**src/rtl/ysyx_23060184_ifu_pkg.sv**
```systemverilog
`default_nettype none
// ============================================================================
// Package  : ysyx_23060184_ifu_pkg
// Brief    : Shared types and constants for the instruction fetch unit.
// Revision : 1.0 - initial release
// ============================================================================
package ysyx_23060184_ifu_pkg;

    localparam int          INST_W           = 32;
    localparam logic [31:0] RESET_PC_DEFAULT = 32'h8000_0000;
    localparam logic [31:0] EBREAK_INST      = 32'h0010_0073;

    typedef enum logic [1:0] {
        S_REQ  = 2'd0,
        S_WAIT = 2'd1,
        S_OUT  = 2'd2,
        S_HALT = 2'd3
    } state_t;

endpackage
`default_nettype wire

```
**src/rtl/ysyx_23060184_ifu_outreg.sv**
```systemverilog
`default_nettype none
// ============================================================================
// Module   : ysyx_23060184_ifu_outreg
// Brief    : Holding register for the instruction presented to decode.
// Revision : 1.0 - initial release
// ============================================================================
module ysyx_23060184_ifu_outreg
    import ysyx_23060184_ifu_pkg::*;
#(
    parameter int ADDR_W = 32
) (
    input  logic              clk,
    input  logic              rst,
    input  logic              load,
    input  logic              clear,
    input  logic [INST_W-1:0] load_inst,
    input  logic [ADDR_W-1:0] load_pc,
    input  logic              load_err,
    output logic              inst_valid,
    output logic [INST_W-1:0] inst,
    output logic [ADDR_W-1:0] inst_pc,
    output logic              inst_err
);

    logic              r_valid;
    logic [INST_W-1:0] r_inst;
    logic [ADDR_W-1:0] r_pc;
    logic              r_err;

    // Payload only changes on load, so it holds for as long as decode stalls.
    always_ff @(posedge clk) begin
        if (rst) begin
            r_valid <= 1'b0;
            r_inst  <= '0;
            r_pc    <= '0;
            r_err   <= 1'b0;
        end else if (load) begin
            r_valid <= 1'b1;
            r_inst  <= load_inst;
            r_pc    <= load_pc;
            r_err   <= load_err;
        end else if (clear) begin
            r_valid <= 1'b0;
        end
    end

    assign inst_valid = r_valid;
    assign inst       = r_inst;
    assign inst_pc    = r_pc;
    assign inst_err   = r_err;

endmodule
`default_nettype wire

```
**src/rtl/ysyx_23060184_ifu.sv**
```systemverilog
`default_nettype none
// ============================================================================
// Module   : ysyx_23060184_ifu
// Brief    : Instruction fetch unit: PC, one-outstanding imem port, decode port.
// Options  : YSYX_23060184_IFU_EBREAK_HALT_EN - stop fetching after ebreak.
// Revision : 1.0 - initial release
// ============================================================================
module ysyx_23060184_ifu
    import ysyx_23060184_ifu_pkg::*;
#(
    parameter int                ADDR_W   = 32,
    parameter logic [ADDR_W-1:0] RESET_PC = ADDR_W'(RESET_PC_DEFAULT)
) (
    input  logic              clk,
    input  logic              rst,
    input  logic              redirect_valid,
    input  logic [ADDR_W-1:0] redirect_pc,
    output logic              imem_req_valid,
    input  logic              imem_req_ready,
    output logic [ADDR_W-1:0] imem_req_addr,
    input  logic              imem_rsp_valid,
    input  logic [INST_W-1:0] imem_rsp_data,
    input  logic              imem_rsp_err,
    output logic              inst_valid,
    input  logic              inst_ready,
    output logic [INST_W-1:0] inst,
    output logic [ADDR_W-1:0] inst_pc,
    output logic              inst_err,
    output logic              halted
);

    state_t            r_state;
    logic [ADDR_W-1:0] r_pc;
    logic              r_drop;

    logic [ADDR_W-1:0] w_target;
    logic              w_rsp_take;
    logic              w_out_clear;
    logic              w_halt_go;

    assign w_target    = {redirect_pc[ADDR_W-1:2], 2'b00};
    assign w_rsp_take  = (r_state == S_WAIT) && imem_rsp_valid && !r_drop && !redirect_valid;
    assign w_out_clear = (r_state == S_OUT) && (inst_ready || redirect_valid);

`ifdef YSYX_23060184_IFU_EBREAK_HALT_EN
    assign w_halt_go = (inst == EBREAK_INST) && !inst_err;
    assign halted    = (r_state == S_HALT);
`else
    assign w_halt_go = 1'b0;
    assign halted    = 1'b0;
`endif

    assign imem_req_valid = (r_state == S_REQ);
    assign imem_req_addr  = r_pc;

    always_ff @(posedge clk) begin
        if (rst) begin
            r_state <= S_REQ;
            r_pc    <= RESET_PC;
            r_drop  <= 1'b0;
        end else begin
            case (r_state)
                S_REQ: begin
                    // A redirect racing the handshake leaves a stale request in flight.
                    if (imem_req_ready) begin
                        r_state <= S_WAIT;
                        r_drop  <= redirect_valid;
                    end
                    if (redirect_valid) begin
                        r_pc <= w_target;
                    end
                end
                S_WAIT: begin
                    if (redirect_valid) begin
                        r_pc <= w_target;
                    end
                    if (imem_rsp_valid) begin
                        r_drop  <= 1'b0;
                        r_state <= (r_drop || redirect_valid) ? S_REQ : S_OUT;
                    end else if (redirect_valid) begin
                        r_drop <= 1'b1;
                    end
                end
                S_OUT: begin
                    if (redirect_valid) begin
                        r_pc    <= w_target;
                        r_state <= S_REQ;
                    end else if (inst_ready) begin
                        r_pc    <= r_pc + ADDR_W'(4);
                        r_state <= w_halt_go ? S_HALT : S_REQ;
                    end
                end
`ifdef YSYX_23060184_IFU_EBREAK_HALT_EN
                S_HALT: begin
                    if (redirect_valid) begin
                        r_pc    <= w_target;
                        r_state <= S_REQ;
                    end
                end
`endif
                default: begin
                    r_state <= S_REQ;
                end
            endcase
        end
    end

    ysyx_23060184_ifu_outreg #(
        .ADDR_W (ADDR_W)
    ) u_outreg (
        .clk        (clk),
        .rst        (rst),
        .load       (w_rsp_take),
        .clear      (w_out_clear),
        .load_inst  (imem_rsp_data),
        .load_pc    (r_pc),
        .load_err   (imem_rsp_err),
        .inst_valid (inst_valid),
        .inst       (inst),
        .inst_pc    (inst_pc),
        .inst_err   (inst_err)
    );

endmodule
`default_nettype wire

```
**config.mk**
```make
export PLATFORM = sky130hd
export DESIGN_NAME = ysyx_23060184_ifu
export DESIGN_NICKNAME = d
export VERILOG_FILES = /design/src/rtl/ysyx_23060184_ifu_pkg.sv /design/src/rtl/ysyx_23060184_ifu_outreg.sv /design/src/rtl/ysyx_23060184_ifu.sv
export SDC_FILE = /design/constraint.sdc
export NUM_CORES = 1
export LEC_CHECK = 0
export CAP_MARGIN = 20
export CORE_MARGIN = 2
export CORE_UTILIZATION = 31
export CTS_CLUSTER_DIAMETER = 120
export DETAILED_ROUTE_END_ITERATION = 10
export SYNTH_ARGS = -nofsm -noshare
export SYNTH_HDL_FRONTEND = slang
export SYNTH_SLANG_ARGS = --single-unit
```
**constraint.sdc**
```tcl
create_clock -name clk -period 2.9 [get_ports clk]
set_input_delay 0.725 -clock clk [delete_from_list [all_inputs] [get_ports clk]]
set_output_delay 0.725 -clock clk [all_outputs]
set_load 0.005 [all_outputs]
```
==> impl_metrics.ini, run 1 <==
[finish]
stdcell_count = 928
syn_to_final_growth_pct = 47.80
layout.nets = 816
nFillCells = 1372
final_cell_area_mm2 = 0.006569
drive_gt1_share_pct = 4.947
antenna_cells = 0

[placement]
place_hpwl_um = 10120
dpl-instance-area_mm2 = 0.006280
port_buffers = 163
gp_congestion = 0.7970
dp_cells = 913

[timing]
fmax_mhz = 424.6
fin_crit_ns = 2.355
skew_ns = 0.007391
hold_viol_final = 0
layout_worst_path_cycle_share_pct = 81.22
grt_setup_unrepaired = false
setup_viol = 0
setup_tns_ns = 0
slew_violations = 0

[yosys]
yosysSeqAreaShare_pct = 43.69
yosys_most_used_dff = dfxtp_1
synth_top_area_cell = dfxtp_1
ys.warnings.count = 0
ys_top_cells_by_area = dfxtp_1, nand2_1, a21oi_1
synth_edf_count = 0
synth-seq-cells = 97
syn_inst = 600
synthesis.area_mm2 = 0.004444
synth_area_per_cell_um2 = 7.407
ys_top_cells_by_count = nand2_1, dfxtp_1, a21oi_1
synth_cell_types = 55
yosysMostFrequentCell = nand2_1
ys_async_sr_fraction_pct = 0
yosys.area.top_type_share_pct = 43.69

[worst_setup_path]
setup.worst_path.end_class = flop
reg2reg_depth = 6
crit_arrival_ns = 2.64
r2r_end = imem_req_addr[30]
critPathMaxFanout = 8
crit_start = redirect_valid
crit_type = in -> reg
cp-start-kind = primary input
setup.reg_to_reg.worst_slack_ns = 0.64
cp_data_required_time_ns = 3.18
timing.rr.start = imem_req_addr[3]

[clock_network]
tritoncts = built
cts_buffer_depth = 2
insertion_delay_ns = 0.34
clk_pin_slew_ns = 0.07
cts_max_level = 3
cts_made_buffers = 9
cts_resized = 0
clock-sinks = 97
clock-root-buffer = clkbuf_16
cts_setup_buffers = 0
hold_buffers = 0

[grt]
grt_use_total_pct = 18.44
antenna_found_initial = 0
grt_overflow = 0
grt_pass1_vias = 4364
grt_max_degree = 65
grt_first_pass_wirelength_um = 22160

[die]
dieArea_mm2 = 0.01531
die_w_um = 123.7
initial_core_util_pct = 31.89
fp.dieH_um = 123.7
io_pins = 171
core_region_area_mm2 = 0.01393
rows = 43

[route]
drt-pass1-iter-count = 4
totalWireLength_um = 14290
dr_wl_met2_um = 6570
drt_iter0_drc = 363
wl_per_cell_um = 15.40
top_layer = met4
antenna_left = 0
avgViaCountPerCell = 5.084
dr_total_vias = 4718
met1_length_um = 6469
drc = 0
wl_met3_um = 953

[power_and_ir_drop]
leakage_nw = 2.220
ir_worst_vdd_mv = 0.2399
powerDensity_mw_per_mm2 = 457.8

[hold_path]
hold_end = u_outreg.inst_pc[27]
hold_start = u_outreg.inst_pc[27]
whs_path_depth = 2
hold_class = reg -> reg

[run_status]
status = complete, no violations

[flow_run]
drv_cap = 0
[kinds of logic (layout without fill, tap and decap cells)]
group / count (synthesis) / in the layout / synth area share [%]
simple gates: 296 / 296 / 30.88
buf+inv: 60 / 204 / 5.800
mux: 2 / 2 / 0.4505
flops: 97 / 97 / 43.69
compound gates: 143 / 143 / 18.81
other cells: 1 / 5 / 0.08438
fa+ha+maj: 1 / 1 / 0.2815
[layout by cell type, fill, tap and decap left out, types with 6 or more instances in the layout]
| master | instances |
|---|---|
| buf_4 | 18 |
| nor2_1 | 37 |
| nand4_1 | 11 |
| nand2b_1 | 8 |
| nor4_1 | 11 |
| nand3_1 | 26 |
| o21ai_0 | 14 |
| nand2_1 | 150 |
| a21oi_1 | 91 |
| inv_1 | 6 |
| clkdlybuf4s50_1 | 162 |
| nor3_1 | 14 |
| clkbuf_16 | 9 |
| and3_1 | 6 |
| dfxtp_1 | 97 |
| or4_1 | 6 |
| or3_1 | 9 |
[flip-flops by register name, indices dropped and copies added, names as in the netlist]
register / flops
u_outreg.inst_err: 1
u_outreg.inst_valid: 1
imem_req_addr: 30
u_outreg.inst: 32
r_state: 2
r_drop: 1
u_outreg.inst_pc: 30
[layer usage]
metal | vias up | global-route usage [%]
met5 | - | 0
met4 | 0 | 7.599
met3 | 20 | 2.747
met2 | 168 | 30.25
met1 | 2154 | 24.20
li1 | 2376 | -
[critical path: stages]
cell	delay (ns)
clkdlybuf4s50_1	0.41
or3b_1	0.36
or2_1	0.32
or3_1	0.33
or4_1	0.40
nand3_1	0.09
[worst max path at each step]
stage / end / slack [ns] / depth (start not counted)
4_1_cts: imem_req_addr[29] / 0.55 / 6
5_1_grt: imem_req_addr[29] / 0.46 / 6
2_1_floorplan: imem_req_addr[27] / 0.63 / 7
3_5_place_dp: imem_req_addr[29] / 0.19 / 6
3_3_place_gp: imem_req_addr[29] / 0.20 / 6
6_report: imem_req_addr[29] / 0.54 / 6
[layout make-up]
type                            instances  area [um^2]  share of cell area, %
Multi-Input combinational cell        447         2273                  34.61
Sequential cell                        97         1942                  29.56
Timing Repair Buffer                  183         1817                  27.66
Clock buffer                           13        250.2                  3.810
Tap cell                              180        225.2                  3.429
Clock inverter                          2        38.79                 0.5905
Inverter                                6        22.52                 0.3429
[power by group]
group / internal (mW) / switching [mW]
registers: 1.38 / 0.0665
logic: 0.222 / 0.160
clock network: 0.691 / 0.491
[per-stage QoR]
step | setup WS [ns] | power [mW] | util (%) | hold slack [ns]
floorplan | 0.6337 | 1.611 | - | 0.4527
global placement | 0.1994 | 1.848 | 45.07 | 0.4413
detailed placement | 0.1882 | 1.855 | 45.07 | 0.4455
CTS | 0.5475 | 3.049 | 47.14 | 0.4547
global route | 0.4607 | 3.142 | 47.14 | 0.4755
finish | 0.5447 | 3.007 | 47.14 | 0.4534
No activity file was read; power rests on OpenSTA's default activity.
==> run 2: changes to the inputs <==
==> constraint.sdc (replaced) <==
create_clock -name clk -period 2.4 [get_ports clk]
set_input_delay 0.6 -clock clk [delete_from_list [all_inputs] [get_ports clk]]
set_output_delay 0.6 -clock clk [all_outputs]
set_load 0.005 [all_outputs]
==> run 2 against run 1 <==
  * Register-to-register slack got worse by 0.34 ns
  * Routed wire length rose by 2.6%
  * Sequential share of layout area fell by 0.69 points
  * Clock power rose by 23%
  * Sequential cell count did not move
  * Global-route usage rose by 0.44 points
==> impl_metrics.ini, run 2 (synthesis gave the netlist of run 1 again) <==
[run_status]
status = complete, no violations

[timing]
setup_ws_ns = 0.1350
grt_setup_unrepaired = false
hold_viol_final = 0
skew_ns = 0.008995
fin_crit_ns = 2.265
setup_viol = 0
slew_violations = 0
layout_worst_path_cycle_share_pct = 94.37
fmax_mhz = 441.5

[route]
totalWireLength_um = 14660
dr_total_vias = 4815
dr_wl_met2_um = 6724
antenna_left = 0
wl_met3_um = 986
drt-pass1-iter-count = 5
top_layer = met4
wl_per_cell_um = 15.47
drc = 0
drt_iter0_drc = 396
avgViaCountPerCell = 5.079
met1_length_um = 6683

[worst_setup_path]
setup.worst_path.end_class = flop
crit_type = in -> reg
cp-start-kind = primary input
setup.reg_to_reg.worst_slack_ns = 0.30
timing.rr.start = imem_req_addr[3]
reg2reg_depth = 6
r2r_end = imem_req_addr[30]
crit_arrival_ns = 2.55
cp_data_required_time_ns = 2.68
critPathMaxFanout = 7

[hold_path]
whs_path_depth = 2
hold_class = reg -> reg
hold_start = u_outreg.inst_pc[16]
hold_end = u_outreg.inst_pc[16]

[placement]
gp_congestion = 0.8695
dp_cells = 933
port_buffers = 163
dpl-instance-area_mm2 = 0.006430
place_hpwl_um = 10510
pre_cts_slack_ns = -0.2138

[finish]
final_cell_area_mm2 = 0.006726
finish.utilization_pct = 48.27
syn_to_final_growth_pct = 51.35
nFillCells = 1354
final_cell_mix = clkdlybuf4s50_1, nand2_1, dfxtp_1
stdcell_count = 948
final_common_cell = clkdlybuf4s50_1
drive_gt1_share_pct = 7.682
layout.nets = 836
antenna_cells = 0
largest_register_ffs = 32

[die]
dieArea_mm2 = 0.01531
fp.dieH_um = 123.7
die_w_um = 123.7
core_region_area_mm2 = 0.01393
rows = 43
io_pins = 171
initial_core_util_pct = 31.89

[clock_network]
insertion_delay_ns = 0.34
clk_pin_slew_ns = 0.07
cts_max_level = 3
cts_setup_buffers = 0
cts_buffer_depth = 2
hold_buffers = 0
cts_resized = 0
cts_made_buffers = 9
clock-root-buffer = clkbuf_16
clock-sinks = 97
tritoncts = built

[grt]
grt_pass1_vias = 4411
grt_first_pass_wirelength_um = 22800
grt_max_degree = 69
grt_use_total_pct = 18.87
grt_overflow = 0
antenna_found_initial = 0

[power_and_ir_drop]
finalPower_mw = 3.681
powerDensity_mw_per_mm2 = 547.3
ir_worst_vdd_mv = 0.3164
leakage_nw = 2.327

[flow_run]
drv_cap = 0
-- run 2: area by class of cell --
| class | instances | area, um^2 | area share, % |
|---|---|---|---|
| tap | 180 | 225.2 | 3.348 |
| timing repair buffer | 203 | 1967 | 29.24 |
| multi-input combinational | 447 | 2273 | 33.80 |
| inverter | 6 | 22.52 | 0.3348 |
| clock buffer | 12 | 256.5 | 3.813 |
| clock inverter | 3 | 40.04 | 0.5952 |
| sequential | 97 | 1942 | 28.87 |
-- run 2: critical path, cell delays in order --
cell             delay [ns]
clkdlybuf4s50_1        0.42
or3b_1                 0.39
or2_1                  0.33
or3_1                  0.32
or4_1                  0.39
nand3_1                0.09
-- run 2: layer usage --
metal,vias up,global-route usage (%)
li1,2410,-
met5,-,0
met4,0,7.528
met2,170,29.77
met3,17,2.793
met1,2218,25.87
-- run 2: how the worst max path moves through the flow --
| stage | cells after the start | to | startpoint | slack [ns] |
|---|---|---|---|---|
| 2_1_floorplan | 7 | imem_req_addr[27] | redirect_valid | 0.26 |
| 3_3_place_gp | 6 | imem_req_addr[29] | redirect_valid | -0.19 |
| 3_5_place_dp | 6 | imem_req_addr[29] | redirect_valid | -0.21 |
| 4_1_cts | 6 | imem_req_addr[29] | redirect_valid | 0.14 |
| 5_1_grt | 6 | imem_req_addr[29] | redirect_valid | 0.07 |
| 6_report | 6 | imem_req_addr[29] | redirect_valid | 0.14 |
-- run 2: through the flow --
| step | hold slack, ns | TNS [ns] |
|---|---|---|
| floorplan | 0.4527 | 0 |
| global placement | 0.4415 | -0.6197 |
| detailed placement | 0.4470 | -2.221 |
| CTS | 0.4558 | 0 |
| global route | 0.4736 | 0 |
| finish | 0.4540 | 0 |
-- run 2: power by group --
| part | switching (mW) | leakage [nW] | internal, mW |
|---|---|---|---|
| Combinational | 0.223 | 1.39 | 0.290 |
| Clock | 0.589 | 0.148 | 0.856 |
| Sequential | 0.0593 | 0.789 | 1.66 |
| Total | 0.872 | 2.33 | 2.81 |
==> run 3: changes to the inputs <==
--- a/config.mk
+++ b/config.mk
@@ -10,6 +10,7 @@
 export CORE_UTILIZATION = 31
 export CTS_CLUSTER_DIAMETER = 120
 export DETAILED_ROUTE_END_ITERATION = 10
+export MAX_ROUTING_LAYER = met4
 export SYNTH_ARGS = -nofsm -noshare
 export SYNTH_HDL_FRONTEND = slang
 export SYNTH_SLANG_ARGS = --single-unit
==> run 3 against run 2 <==
  * Clock-buffer cell count stayed put
  * Cell area stayed put
  * Clock power hardly changed
  * Sequential power hardly changed
  * Combinational power hardly changed
  * Sequential cell count stayed put
==> impl_metrics.ini, run 3 (synthesis gave the netlist of run 1 again) <==
[timing]
layout_worst_path_cycle_share_pct = 94.07
hold_viol_final = 0
fmax_mhz = 442.9
setup_viol = 0
skew_ns = 0.009207
grt_setup_unrepaired = false
fin_crit_ns = 2.258
slew_violations = 0
setup_ws_ns = 0.1423

[finish]
drive_gt1_share_pct = 7.682
antenna_cells = 0
finish.utilization_pct = 48.27
final_cell_mix = clkdlybuf4s50_1, nand2_1, dfxtp_1
syn_to_final_growth_pct = 51.35
stdcell_count = 948
layout.nets = 836
final_common_cell = clkdlybuf4s50_1
largest_register_ffs = 32

[clock_network]
cts_resized = 0
clock-root-buffer = clkbuf_16
cts_setup_buffers = 0
tritoncts = built
insertion_delay_ns = 0.34
cts_made_buffers = 9
cts_buffer_depth = 2
cts_max_level = 3
clk_pin_slew_ns = 0.07
clock-sinks = 97
hold_buffers = 0

[power_and_ir_drop]
intPower_mw = 2.810
ir_worst_vdd_mv = 0.3151
switchingPower_uw = 872.5
pwr-share-seq_pct = 46.8
sw_frac_of_total_pct = 23.70
p_clk_share_pct = 39.3
finalPower_mw = 3.682
powerDensity_mw_per_mm2 = 547.4
leakage_nw = 2.327
power_frac_comb_pct = 13.9

[route]
avgViaCountPerCell = 5.083
totalWireLength_um = 14680
drc = 0
drt-pass1-iter-count = 5
dr_total_vias = 4819
drt_iter0_drc = 374
antenna_left = 0
wl_per_cell_um = 15.48

[grt]
grt_overflow = 0
antenna_found_initial = 0
grt_first_pass_wirelength_um = 22760
grt_max_degree = 69
grt_use_total_pct = 19.41
grt_pass1_vias = 4413

[hold_path]
hold_start = u_outreg.inst[26]
hold_class = reg -> reg
whs_path_depth = 2

[placement]
port_buffers = 163
pre_cts_slack_ns = -0.2138
place_hpwl_um = 10510
dp_cells = 933
gp_congestion = 0.8836

[die]
core_region_area_mm2 = 0.01393
fp.dieH_um = 123.7
dieArea_mm2 = 0.01531
io_pins = 171
initial_core_util_pct = 31.89
rows = 43
die_w_um = 123.7

[worst_setup_path]
crit_arrival_ns = 2.54
cp_data_required_time_ns = 2.68
reg2reg_depth = 6
setup.worst_path.end_class = flop
timing.rr.start = imem_req_addr[3]
crit_type = in -> reg
crit_start = redirect_valid
cp-start-kind = primary input
critPathMaxFanout = 7

[run_status]
status = complete, no violations

[flow_run]
drv_cap = 0
## run 3: path summary, 6_finish.rpt
kind | to | slack (ns)
worst max-delay path | imem_req_addr[29] | 0.14
worst min-delay path | u_outreg.inst[26] | 0.45
worst max register to register | imem_req_addr[30] | 0.30
worst min register to register | u_outreg.inst[26] | 0.45
## run 3: power groups by stage
stage               logic, mW  clock network [mW]  registers, mW
detailed placement      0.512                   0           1.76
global placement        0.505                   0           1.76
floorplan               0.194                   0           1.75
global route            0.559                1.56           1.73
CTS                     0.515                1.49           1.72
finish                  0.513                1.45           1.72
## run 3: area by class of cell
cell class	count	area [um^2]
Clock buffer	12	256.5
Clock inverter	3	40.04
Timing Repair Buffer	203	1967
Fill cell	1354	7208
Multi-Input combinational cell	447	2273
Inverter	6	22.52
Tap cell	180	225.2
Sequential cell	97	1942
## run 3: metrics by stage
| stage | setup TNS (ns) | instance area (um^2) | hold slack, ns |
|---|---|---|---|
| after detailed placement | -2.221 | 6430 | 0.4470 |
| final | 0 | 6726 | 0.4540 |
| after CTS | 0 | 6726 | 0.4558 |
| after global routing | 0 | 6726 | 0.4736 |
| after floorplan | 0 | 4459 | 0.4527 |
| after global placement | -0.6197 | 6430 | 0.4415 |
## run 3: per-layer routing
metal	share of wire, %	vias up	GRT usage [%]	routed length, um
met4	2.2	0	7.528	318
met1	45	2204	26.09	6636
li1	-	2409	-	-
met2	45	185	29.88	6670
met3	7.1	21	2.289	1049
met5	0	-	-	0
## run 3: critical path, stage by stage
cell	delay [ns]
clkdlybuf4s50_1	0.42
or3b_1	0.39
or2_1	0.33
or3_1	0.32
or4_1	0.39
nand3_1	0.09
